<file path="config.mk">
export PLATFORM = sky130hd
export DESIGN_NAME = route_table_writer
export DESIGN_NICKNAME = d
export VERILOG_FILES = /design/src/rtl/route_table_writer.sv
export SDC_FILE = /design/constraint.sdc
export NUM_CORES = 1
export LEC_CHECK = 0
export CORE_MARGIN = 2
export CORE_UTILIZATION = 30
export CTS_BUF_LIST = sky130_fd_sc_hd__clkbuf_4 sky130_fd_sc_hd__clkbuf_8
export CTS_CLUSTER_SIZE = 14
export DETAILED_ROUTE_END_ITERATION = 7
export HOLD_SLACK_MARGIN = 0.02
export PLACE_DENSITY = 0.48
export SLEW_MARGIN = 15
export SYNTH_ARGS = -nofsm -noshare
export SYNTH_HDL_FRONTEND = slang
export SYNTH_SLANG_ARGS = --single-unit
</file>
<file path="constraint.sdc">
create_clock -name clk50Mhz -period 1.95 [get_ports clk50Mhz]
set_clock_uncertainty 0.15 [all_clocks]
set_input_delay 0.4875 -clock clk50Mhz [delete_from_list [all_inputs] [get_ports clk50Mhz]]
set_output_delay 0.4875 -clock clk50Mhz [all_outputs]
set_load 0.005 [all_outputs]
</file>
<file path="src/rtl/route_table_writer.sv">
// rtl/route_table_writer.sv - add/delete command engine writing the lookup CAM and port RAM
// Keeps a shadow {valid, key, port} table to find duplicates, free slots and missing keys.
module route_table_writer #(
    parameter int DEPTH = 4,
    parameter int KEY_W = 4,
    parameter int IDX_W = 2
) (
    input  logic             clk50Mhz,
    input  logic             reset,
    input  logic             i_wr_req,
    input  logic             i_del_req,
    input  logic [KEY_W-1:0] i_key,
    input  logic             i_port_in,
    output logic             o_busy,
    output logic             o_done,
    output logic [1:0]       o_status,
    output logic             o_cam_we,
    output logic [IDX_W-1:0] o_cam_index,
    output logic [KEY_W-1:0] o_cam_key,
    output logic             o_cam_valid,
    output logic             o_ram_we,
    output logic [IDX_W-1:0] o_ram_addr,
    output logic             o_ram_data,
    output logic [IDX_W:0]   o_entry_count
);

    typedef enum logic [1:0] {S_IDLE, S_SEARCH, S_WRITE, S_DONE} state_t;

    localparam logic [1:0]     ST_ADDED   = 2'b00;
    localparam logic [1:0]     ST_UPDATED = 2'b01;
    localparam logic [1:0]     ST_FULL    = 2'b10;
    localparam logic [1:0]     ST_NOTFND  = 2'b11;
    localparam logic [IDX_W:0] SCAN_END   = (IDX_W+1)'(DEPTH);
    localparam logic [IDX_W:0] ONE        = (IDX_W+1)'(1);

    state_t             r_state;
    logic [DEPTH-1:0]   r_valid;
    logic [KEY_W-1:0]   r_keys [DEPTH];
    logic [DEPTH-1:0]   r_ports;
    logic               r_op_add;
    logic [KEY_W-1:0]   r_key;
    logic               r_port;
    logic [IDX_W:0]     r_scan;
    logic               r_match;
    logic [IDX_W-1:0]   r_match_idx;
    logic               r_free;
    logic [IDX_W-1:0]   r_free_idx;
    logic [IDX_W-1:0]   r_wr_idx;
    logic               r_add_new;
    logic [1:0]         r_new_status;
    logic               r_busy;
    logic               r_done;
    logic [1:0]         r_status;
    logic               r_cam_we;
    logic [IDX_W-1:0]   r_cam_index;
    logic               r_cam_valid;
    logic               r_ram_we;
    logic [IDX_W-1:0]   r_ram_addr;
    logic [IDX_W:0]     r_count;
    logic [IDX_W-1:0]   w_scan_idx;

    assign w_scan_idx = r_scan[IDX_W-1:0];

    always_ff @(posedge clk50Mhz or negedge reset) begin
        if (!reset) begin
            r_state      <= S_IDLE;
            r_valid      <= '0;
            r_ports      <= '0;
            for (int i = 0; i < DEPTH; i++) r_keys[i] <= '0;
            r_op_add     <= 1'b0;
            r_key        <= '0;
            r_port       <= 1'b0;
            r_scan       <= '0;
            r_match      <= 1'b0;
            r_match_idx  <= '0;
            r_free       <= 1'b0;
            r_free_idx   <= '0;
            r_wr_idx     <= '0;
            r_add_new    <= 1'b0;
            r_new_status <= ST_ADDED;
            r_busy       <= 1'b0;
            r_done       <= 1'b0;
            r_status     <= ST_ADDED;
            r_cam_we     <= 1'b0;
            r_cam_index  <= '0;
            r_cam_valid  <= 1'b0;
            r_ram_we     <= 1'b0;
            r_ram_addr   <= '0;
            r_count      <= '0;
        end else begin
            case (r_state)
                S_IDLE: begin
                    if (i_wr_req || i_del_req) begin
                        r_op_add <= i_wr_req;
                        r_key    <= i_key;
                        r_port   <= i_port_in;
                        r_scan   <= '0;
                        r_match  <= 1'b0;
                        r_free   <= 1'b0;
                        r_busy   <= 1'b1;
                        r_state  <= S_SEARCH;
                    end
                end
                S_SEARCH: begin
                    if (r_scan != SCAN_END) begin
                        // Only the first hit of each kind is kept, so ties go to the lowest index.
                        if (r_valid[w_scan_idx] && r_keys[w_scan_idx] == r_key && !r_match) begin
                            r_match     <= 1'b1;
                            r_match_idx <= w_scan_idx;
                        end
                        if (!r_valid[w_scan_idx] && !r_free) begin
                            r_free     <= 1'b1;
                            r_free_idx <= w_scan_idx;
                        end
                        r_scan <= r_scan + ONE;
                    end else if (r_op_add && r_match) begin
                        r_ram_we     <= 1'b1;
                        r_ram_addr   <= r_match_idx;
                        r_wr_idx     <= r_match_idx;
                        r_add_new    <= 1'b0;
                        r_new_status <= ST_UPDATED;
                        r_state      <= S_WRITE;
                    end else if (r_op_add && r_free) begin
                        r_cam_we     <= 1'b1;
                        r_cam_valid  <= 1'b1;
                        r_cam_index  <= r_free_idx;
                        r_ram_we     <= 1'b1;
                        r_ram_addr   <= r_free_idx;
                        r_wr_idx     <= r_free_idx;
                        r_add_new    <= 1'b1;
                        r_new_status <= ST_ADDED;
                        r_state      <= S_WRITE;
                    end else if (!r_op_add && r_match) begin
                        r_cam_we     <= 1'b1;
                        r_cam_valid  <= 1'b0;
                        r_cam_index  <= r_match_idx;
                        r_wr_idx     <= r_match_idx;
                        r_add_new    <= 1'b0;
                        r_new_status <= ST_UPDATED;
                        r_state      <= S_WRITE;
                    end else begin
                        r_status <= r_op_add ? ST_FULL : ST_NOTFND;
                        r_done   <= 1'b1;
                        r_state  <= S_DONE;
                    end
                end
                S_WRITE: begin
                    r_cam_we    <= 1'b0;
                    r_ram_we    <= 1'b0;
                    r_cam_valid <= 1'b0;
                    if (r_op_add) begin
                        r_valid[r_wr_idx] <= 1'b1;
                        r_keys[r_wr_idx]  <= r_key;
                        r_ports[r_wr_idx] <= r_port;
                        if (r_add_new && r_count != SCAN_END) r_count <= r_count + ONE;
                    end else begin
                        r_valid[r_wr_idx] <= 1'b0;
                        if (r_count != '0) r_count <= r_count - ONE;
                    end
                    r_status <= r_new_status;
                    r_done   <= 1'b1;
                    r_state  <= S_DONE;
                end
                S_DONE: begin
                    r_done  <= 1'b0;
                    r_busy  <= 1'b0;
                    r_state <= S_IDLE;
                end
            endcase
        end
    end

    assign o_busy        = r_busy;
    assign o_done        = r_done;
    assign o_status      = r_status;
    assign o_cam_we      = r_cam_we;
    assign o_cam_index   = r_cam_index;
    assign o_cam_key     = r_key;
    assign o_cam_valid   = r_cam_valid;
    assign o_ram_we      = r_ram_we;
    assign o_ram_addr    = r_ram_addr;
    assign o_ram_data    = r_port;
    assign o_entry_count = r_count;

endmodule

</file>
==> results of run 1 <==
## area by class of cell
type                    count  area (um^2)  share of cell area
well taps                 108        135.1             0.03859
clock buffers               5        68.82             0.01965
clock inverters             3        22.52            0.006431
multi-input cells         162         1292              0.3691
repair buffers             63        573.1              0.1636
flip-flops and latches     55         1385              0.3955
inverters                   6        25.02            0.007145
## state kept, by name, summed over array words and instances, names as in the netlist, named ones only
name and flops:
o_status 2, o_entry_count 3, o_ram_we 1, o_cam_we 1, r_match 1, o_cam_index 2, r_new_status 1, o_ram_addr 2
o_cam_valid 1, r_match_idx 2, r_free 1, o_ram_data 1, o_done 1, r_wr_idx 2, r_keys 16, r_free_idx 2
o_cam_key 4, r_add_new 1, r_state 2, o_busy 1, r_op_add 1, r_scan 3
## stage by stage
step,cells,TNS (ps),power (uW)
floorplan,232,-305.7,3134
global placement,388,-406.1,4106
detailed placement,388,-640.2,4129
CTS,398,-316.7,4891
global route,402,-798.0,5416
finish,402,-258.2,4984
## final timing paths
path                            from             end  slack (ps)  cells after the start
min reg2reg                r_keys[3]       r_keys[3]         350                      1
max                        r_scan[0]  r_match_idx[1]        -130                      6
max reg2reg                r_scan[0]  r_match_idx[1]        -130                      6
max in group asynchronous      reset       r_scan[0]         660                      3
min                        r_keys[3]       r_keys[3]         350                      1
min in group asynchronous      reset   o_ram_addr[1]         480                      2
## cells in the mapped netlist (all sizes together)
| master | n | share of area |
|---|---|---|
| a211oi | 1 | 0.0029 |
| a21o | 2 | 0.0057 |
| a21oi | 14 | 0.027 |
| a31oi | 1 | 0.0024 |
| and2 | 1 | 0.0024 |
| and3 | 1 | 0.0024 |
| buf | 4 | 0.0095 |
| clkbuf | 5 | 0.0071 |
| dfrtp | 55 | 0.52 |
| fa | 1 | 0.0076 |
| ha | 6 | 0.029 |
| inv | 6 | 0.0086 |
| mux2 | 27 | 0.12 |
| mux2i | 13 | 0.049 |
| mux4 | 2 | 0.017 |
| nand2 | 27 | 0.039 |
| nand2b | 1 | 0.0024 |
| nand3 | 5 | 0.0095 |
| nand4 | 1 | 0.0024 |
| nor2 | 16 | 0.023 |
| nor2b | 3 | 0.0071 |
| nor3 | 4 | 0.014 |
| nor3b | 1 | 0.0029 |
| o211ai | 1 | 0.0029 |
| o21a | 5 | 0.014 |
| o21ai | 15 | 0.030 |
| o22ai | 1 | 0.0024 |
| o2bb2ai | 1 | 0.0033 |
| o31ai | 1 | 0.0029 |
| o41ai | 1 | 0.0033 |
| or3 | 1 | 0.0024 |
| xnor2 | 6 | 0.020 |
| xor2 | 3 | 0.010 |
## critical path: cells and delay by family, from the launching register on
kind | cells | cell delay, ps
AND/OR/NAND/NOR | 2 | 300
AO/OA/AOI/OAI | 1 | 100
flip-flops | 1 | 420
XOR/XNOR | 1 | 160
multiplexers | 2 | 840
## logic make-up after synthesis
logic type / after synthesis / share of synthesized area
xor+xnor: 9 / 0.02997
compound gates: 43 / 0.09658
flops: 55 / 0.5233
buf+inv: 15 / 0.02521
fa+ha+maj: 7 / 0.03616
simple gates: 61 / 0.1066
mux: 42 / 0.1822
## power by group
group	internal, uW	total [uW]	switching [uW]
Combinational	1320	2410	1080
Sequential	1530	1900	368
Clock	262	677	415
## repair_timing
item	CTS	global route
setup buffers	1	4
pin swaps	1	2
endpoints found under the hold margin	14	0
gates resized for setup	16	19
hold buffers	1	0
setup endpoints to repair	14	28
## per-layer routing
layer	GRT usage	wire (um)	up-vias
met3	0.02374	159	5
li1	-	-	928
met1	0.1727	2694	913
met4	0.04167	73	0
met2	0.2000	2591	24
met5	0	0	-
==> impl_metrics.env, run 1 <==
export IMPL_wl_per_cell_um=13.73
export IMPL_globalRoute_totalOverflow=0
export IMPL_synth_cell_type_count=41
export IMPL_timing_critical_path_cells="mux4_2 -> xor2_1 -> nor3_2 -> o21ai_2 -> nor3_4 -> mux2_1"
export IMPL_placed_cell_area_mm2=0.003241
export IMPL_critPathSlowestCell="sky130_fd_sc_hd__mux4_2"
export IMPL_clk_transition_reported_paths_ps=110
export IMPL_via_count=1870
export IMPL_postRouteWirelength_mm=5.519
export IMPL_grt_antenna_before_repair=0
export IMPL_vias_per_cell=4.652
export IMPL_die_h_um=97.63
export IMPL_syn_instance_count=232
export IMPL_fin_ws_ps=-129.7
export IMPL_fmaxAchievable_ghz=0.4808
export IMPL_result_of_the_run="finished with violations"
export IMPL_post_route_cells_drive_above_1_share=0.2585
export IMPL_h_tree_levels=2
export IMPL_fin_crit_sh=1.067
export IMPL_cellPowerDensity_mw_per_mm2=1423
export IMPL_cts_path_max_buffers=2
export IMPL_dp_final_hpwl_mm=4.134
export IMPL_place_gp_congestion=0.7943
export IMPL_io_buffer_count=27
export IMPL_failed_checks="setup timing"
export IMPL_synth_seq_area_share=0.5233
export IMPL_detail_route_drc_violations=0
export IMPL_rsz_0062_raised_after_global_routing="yes"
export IMPL_finalHoldWorstSlack_ps=351.4
export IMPL_layout_core_utilization=0.4075
export IMPL_final_setup_fails=2
export IMPL_numCtsBuffers=5
export IMPL_floorplan_io_pins=28
export IMPL_maxCapViolations=0
export IMPL_post_route_cell_area_mm2=0.003502
export IMPL_crit_path_max_incr_delay_ps=510
export IMPL_die_footprint_mm2=0.009532
export IMPL_syn_nets=248
export IMPL_antenna_left=0
export IMPL_finalCriticalPeriod_ps=2080
export IMPL_synth_ff_latch_count=55
export IMPL_synthesized_cell_area_mm2=0.002630
export IMPL_biggest_fanout_along_the_worst_timing_path=3
export IMPL_critical_path_startpoint_type="flip-flop"
export IMPL_maxSlewViolCount=0
export IMPL_cp_arrival_ps=2130
export IMPL_worst_setup_path_type="flip-flop to flip-flop"
export IMPL_hold_class="flip-flop to flip-flop"
export IMPL_track_usage=0.1256
export IMPL_design_core_area_mm2=0.008593
export IMPL_relSlewSlack=0.7117
export IMPL_layout_nets=309
export IMPL_pin_count_of_the_biggest_net_entering_global_routing=28
export IMPL_clock_sinks=55
export IMPL_vdd_drop_max_mv=0.4155
export IMPL_areaGrowthSynthToFinish_pct=33.16
export IMPL_worstSetupEndpointType="flip-flop"
export IMPL_hold_violations=0
export IMPL_die_width_um=97.63
export IMPL_yosysWarningCount=0
export IMPL_core_rowCount=34
export IMPL_cp_required_ps=2000
export IMPL_layout_commonest_cell="sky130_fd_sc_hd__dfrtp_1"
export IMPL_worst_setup_timing_slack_at_the_placement_stage_ps=-202.9
export IMPL_global_route_wire_length_before_repair_mm=9.729
export IMPL_most_used_cells_in_the_layout_excluding_fill_and_tap_cells="48 x sky130_fd_sc_hd__dfrtp_1, 31 x sky130_fd_sc_hd__buf_4, 26 x sky130_fd_sc_hd__nand2_1"
export IMPL_p_leak_uw=0.001611
export IMPL_fillers=833
export IMPL_initial_core_util=0.3061
export IMPL_n_antenna_cell=0
export IMPL_insertion_delay_ps=310
export IMPL_transition_time_of_the_tightest_slew_check_pin_ps=432.5
export IMPL_drt_iter0_markers=39
export IMPL_detail_route_first_pass_iterations=4
export IMPL_syn_area_per_cell_um2=11.34
export IMPL_grt_pass1_vias=1936
export IMPL_cts_root_buffer="sky130_fd_sc_hd__clkbuf_8"
export IMPL_tritoncts_clock_tree="yes"
Power figures use the tool's default switching activity.
==> run 2, diff against run 1 <==
--- a/config.mk
+++ b/config.mk
@@ -6,12 +6,12 @@
 export NUM_CORES = 1
 export LEC_CHECK = 0
 export CORE_MARGIN = 2
-export CORE_UTILIZATION = 30
+export CORE_UTILIZATION = 36
 export CTS_BUF_LIST = sky130_fd_sc_hd__clkbuf_4 sky130_fd_sc_hd__clkbuf_8
 export CTS_CLUSTER_SIZE = 14
 export DETAILED_ROUTE_END_ITERATION = 7
 export HOLD_SLACK_MARGIN = 0.02
-export PLACE_DENSITY = 0.48
+export PLACE_DENSITY = 0.56
 export SLEW_MARGIN = 15
 export SYNTH_ARGS = -nofsm -noshare
 export SYNTH_HDL_FRONTEND = slang
==> impl_metrics.env, run 2 (synthesis gave the netlist of run 1 again) <==
export IMPL_result_of_the_run="finished with violations"
export IMPL_failed_checks="setup timing"
export IMPL_die_footprint_mm2=0.008005
export IMPL_die_width_um=89.47
export IMPL_initial_core_util=0.3665
export IMPL_whs_endpoint="o_cam_we"
export IMPL_place_gp_congestion=0.7629
export IMPL_cellPowerDensity_mw_per_mm2=1441
export IMPL_worst_r2r_setup_slack_ps=-180
export IMPL_r2r_worst_path_cells=6
export IMPL_final_setup_fails=9
export IMPL_p_total_uw=5309
export IMPL_reg_to_reg_start="r_scan[0]"
export IMPL_vdd_drop_max_mv=0.5382
export IMPL_layout_nets=323
export IMPL_crit_path_max_incr_delay_ps=510
export IMPL_largest_reg_flops=16
export IMPL_relSlewSlack=0.7202
export IMPL_globalRoute_totalOverflow=0
export IMPL_worstSetupEndpointType="flip-flop"
export IMPL_biggest_fanout_along_the_worst_timing_path=3
export IMPL_insertion_delay_ps=310
export IMPL_critPathSlowestCell="sky130_fd_sc_hd__mux4_2"
export IMPL_timing_critical_path_cells="mux4_2 -> xor2_1 -> nor3_2 -> o21ai_2 -> nor3_4 -> mux2_1"
export IMPL_maxCapViolations=0
export IMPL_maxSlewViolCount=0
export IMPL_antenna_left=0
export IMPL_cp_required_ps=2010
export IMPL_via_count=1966
export IMPL_multi_input_comb_area_mm2=0.001354
export IMPL_fin_crit_sh=1.090
export IMPL_hp_start="o_cam_we"
export IMPL_finalCriticalPeriod_ps=2125
export IMPL_layout_commonest_cell="sky130_fd_sc_hd__dfrtp_1"
export IMPL_p_leak_uw=0.001696
export IMPL_n_antenna_cell=0
export IMPL_worst_r2r_endpoint="r_match_idx[1]"
export IMPL_fmaxAchievable_ghz=0.4706
export IMPL_detail_route_drc_violations=0
export IMPL_floorplan_io_pins=28
export IMPL_hold_violations=0
export IMPL_post_route_cells_drive_above_1_share=0.3344
export IMPL_dp_final_hpwl_mm=3.974
export IMPL_seqCellArea_mm2=0.001385
export IMPL_tritoncts_clock_tree="yes"
export IMPL_top_register="r_keys"
export IMPL_wl_per_cell_um=13.82
export IMPL_critical_path_startpoint_type="flip-flop"
export IMPL_clk_transition_reported_paths_ps=110
export IMPL_io_buffer_count=27
export IMPL_fillers=658
export IMPL_transition_time_of_the_tightest_slew_check_pin_ps=419.7
export IMPL_cts_root_buffer="sky130_fd_sc_hd__clkbuf_8"
export IMPL_fin_ws_ps=-175.0
export IMPL_grt_pass1_vias=1867
export IMPL_global_route_wire_length_before_repair_mm=9.342
export IMPL_track_usage=0.1522
export IMPL_placed_cell_area_mm2=0.003224
export IMPL_drt_iter0_markers=66
export IMPL_rsz_0062_raised_after_global_routing="yes"
export IMPL_worst_setup_timing_slack_at_the_placement_stage_ps=-194.1
export IMPL_h_tree_levels=2
export IMPL_design_core_area_mm2=0.007176
export IMPL_clock_sinks=55
export IMPL_vias_per_cell=4.830
export IMPL_die_h_um=89.47
export IMPL_detail_route_first_pass_iterations=4
export IMPL_most_used_cells_in_the_layout_excluding_fill_and_tap_cells="48 x sky130_fd_sc_hd__dfrtp_1, 37 x sky130_fd_sc_hd__buf_4, 25 x sky130_fd_sc_hd__clkdlybuf4s50_1"
export IMPL_post_route_cell_area_mm2=0.003685
export IMPL_areaGrowthSynthToFinish_pct=40.10
export IMPL_core_rowCount=31
export IMPL_cts_path_max_buffers=2
export IMPL_numCtsBuffers=5
export IMPL_whs_path_depth=1
export IMPL_worst_setup_path_type="flip-flop to flip-flop"
export IMPL_grt_antenna_before_repair=0
export IMPL_hold_class="flip-flop to flip-flop"
export IMPL_postRouteWirelength_mm=5.626
export IMPL_pin_count_of_the_biggest_net_entering_global_routing=28
export IMPL_cp_arrival_ps=2180
==> run 2: what timing repair did <==
item / CTS / global route
hold buffers: 1 / 0
endpoints found under the hold margin: 13 / 0
setup endpoints to repair: 21 / 32
pin swaps: 6 / 9
resized for setup: 28 / 33
setup buffers: 8 / 11
==> run 2: worst max-delay path, delay by kind of cell (launching register included) <==
| family | cells | cell delay (ps) |
|---|---|---|
| AOI/OAI and AO/OA | 1 | 100 |
| DFF | 1 | 420 |
| and+or+nand+nor | 2 | 340 |
| xor gates and xnor gates | 1 | 170 |
| muxes | 2 | 850 |
==> run 2: final cells by class <==
type,count,area share
clock inverter,3,0.007810
inverter,6,0.006791
sequential,55,0.3759
timing repair buffer,77,0.1898
multi-input combinational,162,0.3674
clock buffer,5,0.01868
tap,99,0.03362
==> run 2: how the worst max path moves through the flow <==
stage	from	endpoint	cells past startpoint
after floorplan	r_scan[0]	r_match_idx[0]	7
after global placement	r_scan[0]	r_match_idx[0]	6
after detailed placement	r_scan[0]	r_match_idx[0]	6
final	r_scan[0]	r_match_idx[1]	6
after CTS	r_scan[0]	r_match_idx[0]	6
after global routing	r_scan[0]	r_match_idx[1]	6
==> run 2: layer usage <==
metal,part of all wire,up-vias,GRT usage
met4,0.0075,0,0.04478
met3,0.029,2,0.02678
met2,0.48,29,0.2357
met5,0,-,0
met1,0.49,966,0.2192
li1,-,969,-
==> run 2: stage by stage <==
step | utilization | hold slack [ps] | setup TNS (ps) | cells
after global placement | 0.4493 | 310.9 | -592.2 | 380
after CTS | 0.4868 | 354.9 | -808.9 | 397
after global routing | 0.5135 | 370.5 | -2334 | 407
final | 0.5135 | 340.9 | -756.7 | 407
after detailed placement | 0.4493 | 296.0 | -629.1 | 380
after floorplan | - | 41.91 | -305.7 | 232
==> run 2: power by group <==
part	leakage (uW)	switching [uW]	internal (uW)
sequential	0.000706	342	1530
combinational	0.000939	1240	1510
clock	0.0000502	423	268
total	0.00170	2000	3310
